### src/rtl/fetch_pkg.sv
// Shared fetch-side definitions: next-PC select encodings (also used by decode
// control) and default widths for the IF stage.
package fetch_pkg;

  localparam int PC_W   = 7;
  localparam int INSN_W = 32;

  localparam logic [31:0] INSN_NOP = 32'd0;

  typedef enum logic [1:0] {
    PCSRC_SEQ = 2'd0,
    PCSRC_BR  = 2'd1,
    PCSRC_J   = 2'd2,
    PCSRC_JR  = 2'd3
  } pcsrc_e;

endpackage

### src/rtl/fetch_if.sv
// Synchronous instruction-memory port: address out, read data back one cycle later.
interface fetch_if #(
  parameter int PC_W   = 7,
  parameter int INSN_W = 32
);
  logic [PC_W-1:0]   imem_addr;
  logic [INSN_W-1:0] imem_rdata;

  modport master (output imem_addr, input imem_rdata);
  modport slave  (input imem_addr, output imem_rdata);
endinterface

### src/rtl/fetch_next_pc.sv
// Next-PC priority mux: reset, then stall hold, then decode redirect, then pc+1.
module fetch_next_pc
  import fetch_pkg::*;
#(
  parameter int              PC_W     = fetch_pkg::PC_W,
  parameter logic [PC_W-1:0] RESET_PC = '0
) (
  input  logic            rst_i,
  input  logic            stall_i,
  input  logic [1:0]      pcsrc_i,
  input  logic [PC_W-1:0] pc_q_i,
  input  logic [PC_W-1:0] br_target_i,
  input  logic [PC_W-1:0] j_target_i,
  input  logic [PC_W-1:0] jr_target_i,
  output logic [PC_W-1:0] pc_next_o,
  output logic            redirect_o
);

  always_comb begin
    pc_next_o  = pc_q_i + PC_W'(1);
    redirect_o = 1'b0;
    if (rst_i) begin
      pc_next_o = RESET_PC;
    end else if (stall_i) begin
      // A redirect arriving during a stall is dropped; the hazard unit re-presents it.
      pc_next_o = pc_q_i;
    end else begin
      unique case (pcsrc_e'(pcsrc_i))
        PCSRC_SEQ: pc_next_o = pc_q_i + PC_W'(1);
        PCSRC_BR:  pc_next_o = br_target_i;
        PCSRC_J:   pc_next_o = j_target_i;
        PCSRC_JR:  pc_next_o = jr_target_i;
        default:   pc_next_o = pc_q_i + PC_W'(1);
      endcase
      redirect_o = (pcsrc_e'(pcsrc_i) != PCSRC_SEQ);
    end
  end

endmodule

### src/rtl/fetch_stage.sv
// IF stage: owns the PC, addresses the synchronous instruction ROM and presents
// the fetched word plus bring-up stall/redirect counters.
module fetch_stage
  import fetch_pkg::*;
#(
  parameter int              PC_W     = fetch_pkg::PC_W,
  parameter int              INSN_W   = fetch_pkg::INSN_W,
  parameter logic [PC_W-1:0] RESET_PC = '0,
  parameter int              CNT_W    = 16
) (
  input  logic              clk,
  input  logic              rst,
  input  logic              StallF,
  input  logic [1:0]        PCSrcD,
  input  logic [PC_W-1:0]   BranchTargetD,
  input  logic [PC_W-1:0]   JumpTargetD,
  input  logic [PC_W-1:0]   RegTargetD,
  fetch_if.master           imem,
  output logic [INSN_W-1:0] ins,
  output logic [PC_W-1:0]   PC_plus1F,
  output logic              insValidF,
  output logic [CNT_W-1:0]  stall_cnt,
  output logic [CNT_W-1:0]  redir_cnt
);

  function automatic logic [CNT_W-1:0] sat_inc(input logic [CNT_W-1:0] c, input logic en);
    return (en && (c != {CNT_W{1'b1}})) ? c + CNT_W'(1) : c;
  endfunction

  logic [PC_W-1:0]  pc_q, pc_d;
  logic             valid_q, valid_d;
  logic [CNT_W-1:0] stall_cnt_q, stall_cnt_d;
  logic [CNT_W-1:0] redir_cnt_q, redir_cnt_d;
  logic             redirect;

  fetch_next_pc #(
    .PC_W     (PC_W),
    .RESET_PC (RESET_PC)
  ) u_next_pc (
    .rst_i       (rst),
    .stall_i     (StallF),
    .pcsrc_i     (PCSrcD),
    .pc_q_i      (pc_q),
    .br_target_i (BranchTargetD),
    .j_target_i  (JumpTargetD),
    .jr_target_i (RegTargetD),
    .pc_next_o   (pc_d),
    .redirect_o  (redirect)
  );

  always_comb begin
    valid_d     = 1'b1;
    stall_cnt_d = sat_inc(stall_cnt_q, StallF);
    redir_cnt_d = sat_inc(redir_cnt_q, redirect);
  end

  // pc_q always names the word currently on imem_rdata
  always_ff @(posedge clk) begin
    if (rst) begin
      pc_q        <= RESET_PC;
      valid_q     <= 1'b0;
      stall_cnt_q <= '0;
      redir_cnt_q <= '0;
    end else begin
      pc_q        <= pc_d;
      valid_q     <= valid_d;
      stall_cnt_q <= stall_cnt_d;
      redir_cnt_q <= redir_cnt_d;
    end
  end

  assign imem.imem_addr = pc_d;
  assign ins            = valid_q ? imem.imem_rdata : INSN_W'(INSN_NOP);
  assign PC_plus1F      = pc_q + PC_W'(1);
  assign insValidF      = valid_q;
  assign stall_cnt      = stall_cnt_q;
  assign redir_cnt      = redir_cnt_q;

endmodule

### src/flat_wrapper.sv
// flat-port wrapper written by rule: the top's interface ports become plain ports
module fetch_stage_flat import fetch_pkg::*;
#(
  parameter int              PC_W     = fetch_pkg::PC_W,
  parameter int              INSN_W   = fetch_pkg::INSN_W,
  parameter logic [PC_W-1:0] RESET_PC = '0,
  parameter int              CNT_W    = 16
)
  (clk, rst, StallF, PCSrcD, BranchTargetD, JumpTargetD, RegTargetD, ins, PC_plus1F, insValidF, stall_cnt, redir_cnt, imem_imem_addr, imem_imem_rdata);
  fetch_if #(.PC_W(PC_W), .INSN_W(INSN_W)) imem_i ();
  input  logic clk;
  input  logic rst;
  input  logic StallF;
  input  logic [1:0] PCSrcD;
  input  logic [PC_W-1:0] BranchTargetD;
  input  logic [PC_W-1:0] JumpTargetD;
  input  logic [PC_W-1:0] RegTargetD;
  output logic [INSN_W-1:0] ins;
  output logic [PC_W-1:0] PC_plus1F;
  output logic insValidF;
  output logic [CNT_W-1:0] stall_cnt;
  output logic [CNT_W-1:0] redir_cnt;
  output wire logic [$bits(imem_i.imem_addr)-1:0] imem_imem_addr;
  input wire logic [$bits(imem_i.imem_rdata)-1:0] imem_imem_rdata;
  assign imem_imem_addr = imem_i.imem_addr;
  assign imem_i.imem_rdata = imem_imem_rdata;
  fetch_stage #(.PC_W(PC_W), .INSN_W(INSN_W), .RESET_PC(RESET_PC), .CNT_W(CNT_W)) u_core (.clk(clk), .rst(rst), .StallF(StallF), .PCSrcD(PCSrcD), .BranchTargetD(BranchTargetD), .JumpTargetD(JumpTargetD), .RegTargetD(RegTargetD), .imem(imem_i), .ins(ins), .PC_plus1F(PC_plus1F), .insValidF(insValidF), .stall_cnt(stall_cnt), .redir_cnt(redir_cnt));
endmodule
### config.mk
export PLATFORM = sky130hd
export DESIGN_NAME = fetch_stage_flat
export DESIGN_NICKNAME = d
export VERILOG_FILES = /design/src/rtl/fetch_pkg.sv /design/src/rtl/fetch_if.sv /design/src/rtl/fetch_next_pc.sv /design/src/rtl/fetch_stage.sv /design/src/flat_wrapper.sv
export SDC_FILE = /design/constraint.sdc
export NUM_CORES = 1
export LEC_CHECK = 0
export CAP_MARGIN = 15
export CORE_UTILIZATION = 35
export CTS_CLUSTER_SIZE = 12
export DETAILED_ROUTE_END_ITERATION = 7
export HOLD_SLACK_MARGIN = 0.03
export PLACE_DENSITY = 0.85
export SLEW_MARGIN = 20
export SYNTH_ARGS = -nofsm -noshare
export SYNTH_HDL_FRONTEND = slang
export SYNTH_SLANG_ARGS = --single-unit
### constraint.sdc
create_clock -name clk -period 1.65 [get_ports clk]
set_clock_uncertainty 0.1 [all_clocks]
set_input_delay 0.165 -clock clk [delete_from_list [all_inputs] [get_ports clk]]
set_output_delay 0.165 -clock clk [all_outputs]
set_load 0.02 [all_outputs]
# [Word level (Yosys, flattened, before mapping)]
# Cells that the tools add are included.
[totals] reg_bits=40 inputBits=58 out_inout_bits=79
[classes] add_sub_neg=3 n_eq_ne=5 n_mux=7 n_reduce_logical=4
[op_table] op="16-bit by 1-bit adder with 16-bit output, second input constant" count=2
[op_table] op="32-bit two-way mux" count=1
[op_table] op="16-bit inequality test, second input constant" count=2
[op_table] op="7-bit case mux with 4 select lines" count=1
[op_table] op="7-bit two-way mux" count=2
[op_table] op="7-bit by 1-bit adder with 7-bit output, second input constant" count=1
[op_table] op="2-bit equality test, second input constant" count=2
[op_table] op="1-bit two-way mux" count=3
[op_table] op="2-bit by 1-bit equality test with 1-bit output, second input constant" count=1
[op_table] op="1-bit logical AND" count=2
[op_table] op="2-bit zero test" count=1
[op_table] op="2-bit nonzero test" count=1

# [Logic depth before layout (Yosys ltp)]
# Gate-level depths: netlist (run 1).
[logic_depth] depth_word=4 mapped_depth=7

# [By module]
# From an unflattened synthesis (run 1), not the netlist that was laid out.
[hier_totals] cells_unflattened=318 area_unflattened_um2=2593.7
[by_module_without_submodules] module="fetch_stage" cells_each=260 n_inst=1 area_per_inst_um2=2197.1
[by_module_without_submodules] module="fetch_next_pc" cells_each=58 n_inst=1 area_per_inst_um2=396.6

# [Worst setup path after synthesis (run 1)]
# OpenSTA, ideal clock, no wires.
[synth_path] kind="reg-to-output" startpoint="reg u_core.pc_q[0]" endpoint="out imem_imem_addr[2]" path_buffers=0 t_required_ps=1385 arrival_time_ps=1711 slack_ps=-326 stages_incl_launch_ff=6 path_cell_list="dfxtp_1 -> ha_1 -> xor2_1 -> mux4_2 -> mux2i_1 -> nor2_1"
[synth_via] elab_chain_cells=4
[synth_rtl] item="start: declaration" line="fetch_stage.sv:30" text="logic [PC_W-1:0] pc_q, pc_d;"
[synth_rtl] item="start signal: assignment" line="fetch_stage.sv:65" text="pc_q <= pc_d;"
[synth_rtl] item="7-bit by 1-bit adder with 7-bit output"
[synth_rtl] item="via PC_plus1F[2]" line="flat_wrapper.sv:19" text="output logic [PC_W-1:0] PC_plus1F;"
[synth_rtl] item="7-bit case mux with 4 select lines" line="fetch_next_pc.sv:28" text="unique case (pcsrc_e'(pcsrc_i))"
[synth_rtl] item="7-bit two-way mux" line="fetch_next_pc.sv:24" text="end else if (stall_i) begin"
[synth_rtl] item="7-bit two-way mux" line="fetch_next_pc.sv:22" text="if (rst_i) begin"
[synth_rtl] item="end: declaration" line="flat_wrapper.sv:23" text="output wire logic [$bits(imem_i.imem_addr)-1:0] imem_imem_addr;"
# The timed path passes the listed nets, and every way through them passes these cells.

# [Final worst setup path (run 1)]
[layout_path] startpoint="reg u_core.pc_q[0]" endpoint="out imem_imem_addr[2]"
[layout_via] elab_chain_cells=4
[layout_rtl] item="7-bit by 1-bit adder with 7-bit output" line="fetch_next_pc.sv:29" text="PCSRC_SEQ: pc_next_o = pc_q_i + PC_W'(1);"
[layout_rtl] item="7-bit case mux with 4 select lines" line="fetch_next_pc.sv:28"
[layout_rtl] item="7-bit two-way mux" line="fetch_next_pc.sv:24"
[layout_rtl] item="7-bit two-way mux" line="fetch_next_pc.sv:22"
# Every way passes these cells.

==> impl_metrics.yaml, run 1 <==
yosys:
  synthArstFlopShare: 0
  syn_nets: 349
  ys_types: 52
  synth-seq-area-share: 0.3237
  syn-cell-area_mm2: 0.002474
  synth_seq_cells: 40
  synth_edf_count: 0
  synth_cells: 288
  avgSynthCellArea_um2: 8.589
  ys_warn_count: 0
  synth_ff_type: "dfxtp_1"
detailed_routing:
  post-route-drc-count: 0
  drtIter0Drc: 196
  routedWlPerCell_um: 18.24
  via_per_inst: 5.501
  highest_layer: "met4"
  vias: 3372
  dr_wl_met3_um: 753
  ant_nets: 0
  wl_met2_um: 6066
  drt-met1-wl_um: 4021
  wl_um: 11180
  dr.pass1.iters: 6
power_and_ir_drop:
  p_leak_nw: 2.522
  ir_worst_vdd_mv: 0.4868
  pwr-share-clk: 0.334
  swShare: 0.2725
  p_seq_frac: 0.374
  cellPowerDensity_mw_per_mm2: 479.4
  p_int_mw: 1.940
  p_comb_frac: 0.293
  p_sw_mw: 0.7266
final_layout:
  layout-drive-gt1-share: 0.4913
  num-nets-final: 577
  fin_cells: 613
  multi_input_area_mm2: 0.002166
  final_area_mm2: 0.005563
  num_antenna_cells: 0
  final_core_util: 0.8188
  final-seq-area_um2: 880.8
  fill_cells: 372
  areaGrowthSynthToFinish_pct: 124.9
clock_network:
  numCtsBuffers: 5
  numClockSinks: 40
  hold_buffers: 0
  clk_pin_slew_ns: 0.08
  insertion_delay_ns: 0.29
  h-tree-depth: 2
  cts-root-buf: "clkbuf_8"
  cts_tree: "built"
  cts.path.max_buffers: 2
critical_path:
  cp_top_family: "multiplexers"
  startpoint_type: "register"
  worstSetupEndpointType: "output pin"
  r2r_slack_ns: -0.22
  cp.required_ns: 1.38
  worstSetupPathDepth: 6
  worstReg2RegEnd: "u_core.pc_q[4]"
  critPathMaxStageDelay_ns: 0.46
  crit_path_max_fanout: 3
  crit_type: "register to output pin"
  critPathArrivalTime_ns: 1.88
  slowest_stage: "mux4_2"
  reg2reg_depth: 7
  critPathBufInv: 1
  cp-startpoint: "u_core.pc_q[0]"
  r2r-start: "u_core.pc_q[1]"
  path_cells: "ha_4 > xor2_2 > mux4_2 > mux2i_2 > nor2_1 > buf_4"
global_routing:
  grt_pass1_wl_um: 15200
  gr-total-overflow: 0
  antenna_found_initial: 0
  grt_max_degree: 34
  grt_pass1_vias: 3208
  grt_use_total: 0.2588
die:
  die_y_um: 86.07
  ios: 137
  core_region_area_mm2: 0.006794
  num_rows: 30
  start_util: 0.3641
  die_w_um: 86.07
  die-area_mm2: 0.007408
placed_design:
  dpl.hpwl_um: 6867
  dp_slack_ns: -0.7554
  placed_area_mm2: 0.004651
  place_inst: 576
  numPortBuffers: 136
  place.gp.congestion: 0.8863
worst_hold_path:
  hold_depth: 1
  min_path_type: "register to register"
  whs_endpoint: "u_core.redir_cnt[14]"
  worstHoldStart: "u_core.redir_cnt[14]"
sta:
  max_slew.worst_pin.slew_ns: 0.4266
  fin_crit_ns: 2.142
  maxSlewHeadroom: 0.7146
  worst_slack_ns: -0.4922
  fin_crit_sh: 1.298
  fmax_mhz: 466.8
  rsz0062_at_grt: "yes"
  drv_slew: 0
  finalSetupTns_ns: -4.658
  finalSetupViolCount: 31
  hold_violations: 0
run_status:
  outcome: "finished, violations left"
  violations: "negative setup slack"
job:
  maxCapViolations: 0
==> kinds of logic after synthesis <==
family	Yosys count	share of synthesized area
muxes	14	0.08447
and+or+nand+nor	124	0.3086
buffers and inverters	31	0.05260
adders and majority gates	3	0.01518
AOI/OAI and AO/OA	70	0.1942
DFF	40	0.3237
xor gates and xnor gates	6	0.02124
==> synth_stat cells (4+ instances only) <==
library cell  instances  area (µm²)
dfxtp_1              40       800.8
and2_1               32       200.2
a21oi_1              22       110.1
clkbuf_1             14       52.55
nand2_1              13       48.80
nor2_1               13       48.80
nand3_1              10       50.05
nand4_1              10       62.56
inv_1                 9       33.78
o31ai_1               8       60.06
o21ai_0               7       35.03
o41ai_1               7       61.31
or4_1                 7       52.55
o311ai_0              6       52.55
or3_1                 6       37.54
and3_1                5       31.28
buf_2                 5       25.02
mux4_2                5       112.6
o21a_1                5       37.54
mux2i_1               4       40.04
nor2b_1               4       25.02
nor3_1                4       20.02
xnor2_1               4       35.03
==> worst reg2reg max path, stage by stage, from the launching register on <==
cell and delay (ns):
dfxtp_4 0.37, ha_4 0.17, nand3_4 0.09, xnor2_4 0.13, mux4_2 0.48, buf_4 0.15
buf_4 0.12, o21a_1 0.17
==> power groups by stage <==
stage               combinational (mW)  sequential [mW]  clock [mW]
floorplan                        0.279             1.04           0
global placement                 0.683             1.02           0
detailed placement               0.699             1.02           0
CTS                              0.701            0.996       0.893
global route                     0.822            0.999       0.941
finish                           0.780            0.996       0.890
==> layer usage <==
| metal | vias up | GRT usage |
|---|---|---|
| met2 | 153 | 0.5137 |
| met1 | 1639 | 0.2597 |
| met5 | - | 0 |
| met3 | 32 | 0.05679 |
| met4 | 0 | 0.09545 |
| li1 | 1548 | - |
==> sequential cells by signal, summed over array words and instances (netlist names) <==
register          cells
u_core.redir_cnt     16
u_core.stall_cnt     16
u_core.pc_q           7
u_core.insValidF      1
==> worst max path at each step <==
stage | end | slack (ns)
5_1_grt | imem_imem_addr[2] | -0.54
3_5_place_dp | imem_imem_addr[6] | -0.76
2_1_floorplan | imem_imem_addr[4] | -0.13
6_report | imem_imem_addr[2] | -0.49
4_1_cts | imem_imem_addr[4] | -0.49
3_3_place_gp | imem_imem_addr[6] | -0.70
==> timing repair <==
| item | 4_1_cts | 5_1_grt |
|---|---|---|
| resized for setup | 147 | 99 |
| setup buffers | 19 | 12 |
| pin swaps | 32 | 33 |
| cloned | 1 | 0 |
| setup endpoints to repair | 78 | 60 |
==> through the flow <==
step / hold slack [ns] / total power [mW]
floorplan: 0.3355 / 1.318
global placement: 0.3427 / 1.704
detailed placement: 0.3541 / 1.720
CTS: 0.3675 / 2.590
global route: 0.3926 / 2.761
finish: 0.3668 / 2.667
==> cells in the final DEF, fill, tap and decap left out, types with 5 or more instances in the layout <==
cell type        instances
buf_4                   85
nand2_1                 12
a21oi_1                 13
o31ai_1                  6
dfxtp_1                  6
dlymetal6s2s_1          14
or3_1                    5
o41ai_2                  7
nand3_1                  5
mux4_2                   5
and2_1                  32
dfxtp_4                 15
inv_1                    8
o311ai_4                 5
buf_6                   30
nand4_1                 10
nor2_1                  12
a21oi_2                  8
or4_4                    6
clkbuf_8                 7
clkdlybuf4s50_1         66
dfxtp_2                 19
dlygate4sd2_1           41
==> area by class of cell <==
cell class | count | area share
Timing Repair Buffer | 243 | 0.4019
Tap cell | 96 | 0.02159
Multi-Input combinational cell | 217 | 0.3893
Inverter | 9 | 0.006073
Clock buffer | 7 | 0.01732
Sequential cell | 40 | 0.1583
Clock inverter | 1 | 0.005398
No activity file was read; power rests on OpenSTA's default activity.
==> run 2, diff against run 1 <==
- CTS_BUF_LIST: unset -> sky130_fd_sc_hd__clkbuf_8 sky130_fd_sc_hd__clkbuf_16
- REMOVE_ABC_BUFFERS: unset -> 1
==> run 2 against run 1 <==
  * The flow still finishes with violations (negative setup slack)
  * Maximum frequency decreased by 6.8%
  * Combinational power shrank 1%
  * Die area unchanged
  * Routed wire length up 11%
  * Worst hold slack improved by 0.11 ns
  * Sequential share of layout area fell by 0.60 points
  * Final area decreased by 1.7%
==> impl_metrics.yaml, run 2 (synthesis results as in run 1) <==
power_and_ir_drop:
  p_leak_nw: 2.569
  ir_worst_vdd_mv: 0.3610
  cellPowerDensity_mw_per_mm2: 462.3
sta:
  worst_slack_ns: -0.6487
  fin_crit_sh: 1.393
  drv_slew: 0
  fin_crit_ns: 2.299
  max_slew.worst_pin.slew_ns: 0.4584
  maxSlewHeadroom: 0.6933
  rsz0062_at_grt: "yes"
  finalSetupTns_ns: -6.335
  fin_hold_ws_ns: 0.4762
  hold_violations: 0
  finalSetupViolCount: 35
  fmax_mhz: 435.0
clock_network:
  cts.path.max_buffers: 2
  h-tree-depth: 2
  insertion_delay_ns: 0.30
  cts_tree: "built"
  clk_pin_slew_ns: 0.09
  cts-root-buf: "clkbuf_8"
  numCtsBuffers: 5
  numClockSinks: 40
die:
  start_util: 0.3641
  die-area_mm2: 0.007408
  ios: 137
  die_w_um: 86.07
  num_rows: 30
  die_y_um: 86.07
  core_region_area_mm2: 0.006794
final_layout:
  layout-drive-gt1-share: 0.4580
  areaGrowthSynthToFinish_pct: 121.1
  num_antenna_cells: 0
  final_cell_mix: "buf_4, clkdlybuf4s50_1, dlygate4sd2_1"
  final_core_util: 0.8050
  layout_commonest_cell: "buf_4"
  num-nets-final: 584
global_routing:
  grt_use_total: 0.2639
  grt_pass1_wl_um: 15730
  grt_pass1_vias: 3302
  gr-total-overflow: 0
  antenna_found_initial: 0
  grt_max_degree: 34
placed_design:
  dp_slack_ns: -0.7363
  numPortBuffers: 136
  dpl.hpwl_um: 6443
  place.gp.congestion: 0.7884
critical_path:
  worstSetupEndpointType: "output pin"
  cp.required_ns: 1.38
  path_cells: "ha_4 > nand3_2 > xnor2_2 > mux4_2 > o21a_1 > buf_6"
  crit_path_max_fanout: 3
  startpoint_type: "register"
  cp_top_family: "multiplexers"
  critPathMaxStageDelay_ns: 0.48
  critPathBufInv: 1
  critPathArrivalTime_ns: 2.03
  slowest_stage: "mux4_2"
  crit_type: "register to output pin"
detailed_routing:
  post-route-drc-count: 0
  vias: 3502
  via_per_inst: 5.648
  routedWlPerCell_um: 20.00
  ant_nets: 0
  drtIter0Drc: 196
  dr.pass1.iters: 5
  wl_um: 12400
worst_hold_path:
  min_path_type: "primary input to register"
run_status:
  outcome: "finished, violations left"
  violations: "negative setup slack"
job:
  maxCapViolations: 0
-- run 2: changes by cell type in the layout (fill, tap and decap cells not counted), moves of 4 or more --
| cell | change |
|---|---|
| dfxtp_1 | +18 |
| dfxtp_4 | -10 |
| clkdlybuf4s50_1 | -8 |
| dfxtp_2 | -8 |
| dlygate4sd2_1 | +8 |
| buf_4 | +5 |
| a21oi_2 | +4 |
-- run 2: path summary, 6_finish.rpt --
check | start | end | slack (ns) | depth (start not counted)
min reg2reg | u_core.redir_cnt[14] | u_core.redir_cnt[14] | 0.49 | 2
max reg2reg | u_core.pc_q[1] | u_core.pc_q[4] | -0.34 | 7
max | u_core.pc_q[1] | imem_imem_addr[4] | -0.65 | 6
min | StallF | u_core.pc_q[0] | 0.48 | 4
-- run 2: cell type report --
cell class              instances  area [µm²]
repair buffers                250        2298
multi-input cells             217        2087
fillers                       386        1325
flip-flops and latches         40       833.3
well taps                      96       120.1
clock buffers                   6       82.58
inverters                       9       33.78
clock inverters                 2       13.76
-- run 2: timing repair --
action / 4_1_cts / 5_1_grt
setup endpoints to repair: 88 / 63
pin swaps: 26 / 34
gates resized for setup: 191 / 101
hold buffers: 0 / 0
buffers inserted: 15 / 15
gates cloned: 1 / 1
-- run 2: worst reg2reg max path: cells and delay by family (launching register included) --
kind,cells,cell delay (ns)
muxes,1,0.49
DFF,1,0.39
buffers and inverters,2,0.25
adders and majority gates,1,0.20
AOI/OAI and AO/OA,1,0.16
and+or+nand+nor,1,0.11
xor gates and xnor gates,1,0.18
-- run 2: per-stage QoR --
stage / total power [mW] / instances / cell area (µm²)
global placement: 1.680 / 587 / 4539
global route: 2.599 / 620 / 5469
CTS: 2.410 / 609 / 4997
finish: 2.528 / 620 / 5469
floorplan: 1.270 / 266 / 2377
detailed placement: 1.699 / 587 / 4539
-- run 2: power by group --
group | internal (mW) | total, mW | switching [mW]
logic | 0.422 | 0.771 | 0.349
clock network | 0.343 | 0.740 | 0.397
registers | 0.985 | 1.02 | 0.0320
total | 1.75 | 2.53 | 0.777
-- run 2: routing by layer --
metal	track usage	vias to the layer above	part of all wire
met3	0.04524	57	0.063
met2	0.4957	191	0.53
met1	0.2963	1695	0.36
met4	0.09545	0	0.045
met5	0	-	0
li1	-	1559	-
==> run 3, diff against run 2 <==
- TNS_END_PERCENT: unset -> 20
==> run 3 against run 2 <==
  * The run still ends with negative setup slack left
  * Critical path depth is the same
  * Global-route usage is 2.0 points lower
  * Core utilization fell by 5.9 points
  * Sequential power hardly changed
  * Power shrank 2.4%
  * Non-clock buffer count fell by 10
  * Highest routed layer unchanged
==> impl_metrics.yaml, run 3 (synthesis results as in run 1) <==
critical_path:
  crit_type: "register to output pin"
  worstReg2RegEnd: "u_core.redir_cnt[12]"
  cp.required_ns: 1.38
  r2r-start: "u_core.redir_cnt[1]"
  critPathArrivalTime_ns: 1.95
  reg2reg_depth: 7
  r2r_slack_ns: -0.16
  worstSetupEndpointType: "output pin"
  cp-startpoint: "u_core.pc_q[1]"
  crit_path_max_fanout: 3
  startpoint_type: "register"
sta:
  finalSetupViolCount: 30
  fin_crit_sh: 1.343
  drv_slew: 0
  fin_hold_ws_ns: 0.4539
  finalSetupTns_ns: -4.563
  fin_crit_ns: 2.215
  fmax_mhz: 451.4
  hold_violations: 0
  max_slew.worst_pin.slew_ns: 0.3853
  rsz0062_at_grt: "yes"
  maxSlewHeadroom: 0.7417
  worst_slack_ns: -0.5653
clock_network:
  cts.path.max_buffers: 2
  insertion_delay_ns: 0.30
  h-tree-depth: 2
  cts-root-buf: "clkbuf_8"
  cts_tree: "built"
  numCtsBuffers: 5
  clk_pin_slew_ns: 0.09
  numClockSinks: 40
detailed_routing:
  via_per_inst: 5.413
  vias: 3302
  post-route-drc-count: 0
  dr.pass1.iters: 5
  routedWlPerCell_um: 16.84
  drtIter0Drc: 157
  ant_nets: 0
  wl_um: 10270
power_and_ir_drop:
  ir_worst_vdd_mv: 0.3949
  swShare: 0.2997
  p_seq_frac: 0.411
  p_int_mw: 1.727
  pwr-share-clk: 0.297
  p_sw_mw: 0.7391
  p_leak_nw: 2.407
  p_comb_frac: 0.292
  cellPowerDensity_mw_per_mm2: 486.5
worst_hold_path:
  whs_endpoint: "u_core.redir_cnt[9]"
  worstHoldStart: "u_core.redir_cnt[8]"
  hold_depth: 2
  min_path_type: "register to register"
global_routing:
  antenna_found_initial: 0
  grt_use_total: 0.2436
  gr-total-overflow: 0
  grt_pass1_vias: 3201
  grt_pass1_wl_um: 14690
  grt_max_degree: 34
final_layout:
  layout-drive-gt1-share: 0.3794
  num-nets-final: 574
  layout_commonest_cell: "buf_4"
  final_cell_mix: "buf_4, clkdlybuf4s50_1, dlygate4sd2_1"
  final_area_mm2: 0.005070
  num_antenna_cells: 0
  areaGrowthSynthToFinish_pct: 105.0
job:
  maxCapViolations: 0
die:
  die-area_mm2: 0.007408
  start_util: 0.3641
  ios: 137
  num_rows: 30
  die_w_um: 86.07
  core_region_area_mm2: 0.006794
  die_y_um: 86.07
placed_design:
  dp_slack_ns: -0.7363
  numPortBuffers: 136
  place.gp.congestion: 0.7884
  dpl.hpwl_um: 6443
  placed_area_mm2: 0.004539
run_status:
  outcome: "finished, violations left"
  violations: "negative setup slack"
==> run 3: cell count changes in the layout (fill, tap and decap cells not counted), moves of 4 or more <==
cell | before | now
buf_6 | 33 | 17
buf_4 | 90 | 99
a21oi_1 | 10 | 18
a21oi_2 | 12 | 4
dfxtp_2 | 11 | 6
o21ai_0 | 1 | 6
o41ai_1 | 1 | 6
dfxtp_1 | 24 | 28
o41ai_2 | 5 | 1
or4_1 | 2 | 6
or4_4 | 5 | 1
==> run 3: worst max-delay path: stages (launching register included) <==
cell     delay, ns
dfxtp_4       0.39
ha_4          0.16
nand3_2       0.09
xnor2_2       0.16
mux4_2        0.48
o21a_1        0.22
buf_6         0.14
==> run 3: how the worst max path moves through the flow <==
| stage | cells past startpoint | to |
|---|---|---|
| finish | 6 | imem_imem_addr[4] |
| detailed placement | 6 | imem_imem_addr[2] |
| global route | 6 | imem_imem_addr[4] |
| global placement | 6 | imem_imem_addr[6] |
| floorplan | 5 | u_core.redir_cnt[11] |
| CTS | 6 | imem_imem_addr[4] |
==> run 3: cell type report <==
class | instances | area (µm²)
Clock buffer | 6 | 82.58
Clock inverter | 2 | 13.76
Fill cell | 467 | 1724
Inverter | 9 | 33.78
Multi-Input combinational cell | 217 | 1836
Sequential cell | 40 | 830.8
Tap cell | 96 | 120.1
Timing Repair Buffer | 240 | 2153
==> run 3: power by group through the flow <==
stage / clock network (mW) / logic, mW / registers [mW]
3_5_place_dp: 0 / 0.673 / 1.03
5_1_grt: 0.778 / 0.758 / 1.02
6_report: 0.733 / 0.720 / 1.01
3_3_place_gp: 0 / 0.656 / 1.02
4_1_cts: 0.723 / 0.661 / 1.01
2_1_floorplan: 0 / 0.227 / 1.04
==> run 3: metrics by stage <==
| step | power [mW] | instances | utilization |
|---|---|---|---|
| after global placement | 1.680 | 587 | 0.6681 |
| after CTS | 2.396 | 603 | 0.7111 |
| after global routing | 2.553 | 610 | 0.7462 |
| final | 2.466 | 610 | 0.7462 |
| after detailed placement | 1.699 | 587 | 0.6681 |
| after floorplan | 1.270 | 266 | - |
==> run 3: metal layers <==
layer | vias up | GRT usage | wire [µm]
li1 | 1534 | - | -
met1 | 1592 | 0.2745 | 3945
met2 | 143 | 0.4567 | 5515
met3 | 33 | 0.04331 | 537
met4 | 0 | 0.08485 | 276
met5 | - | 0 | 0
==> run 3: what timing repair did <==
item,CTS,global route
gates resized for setup,162,63
setup endpoints to repair,88,62
pin swaps,20,16
gates cloned,1,0
hold buffers,0,0
buffers inserted,9,8
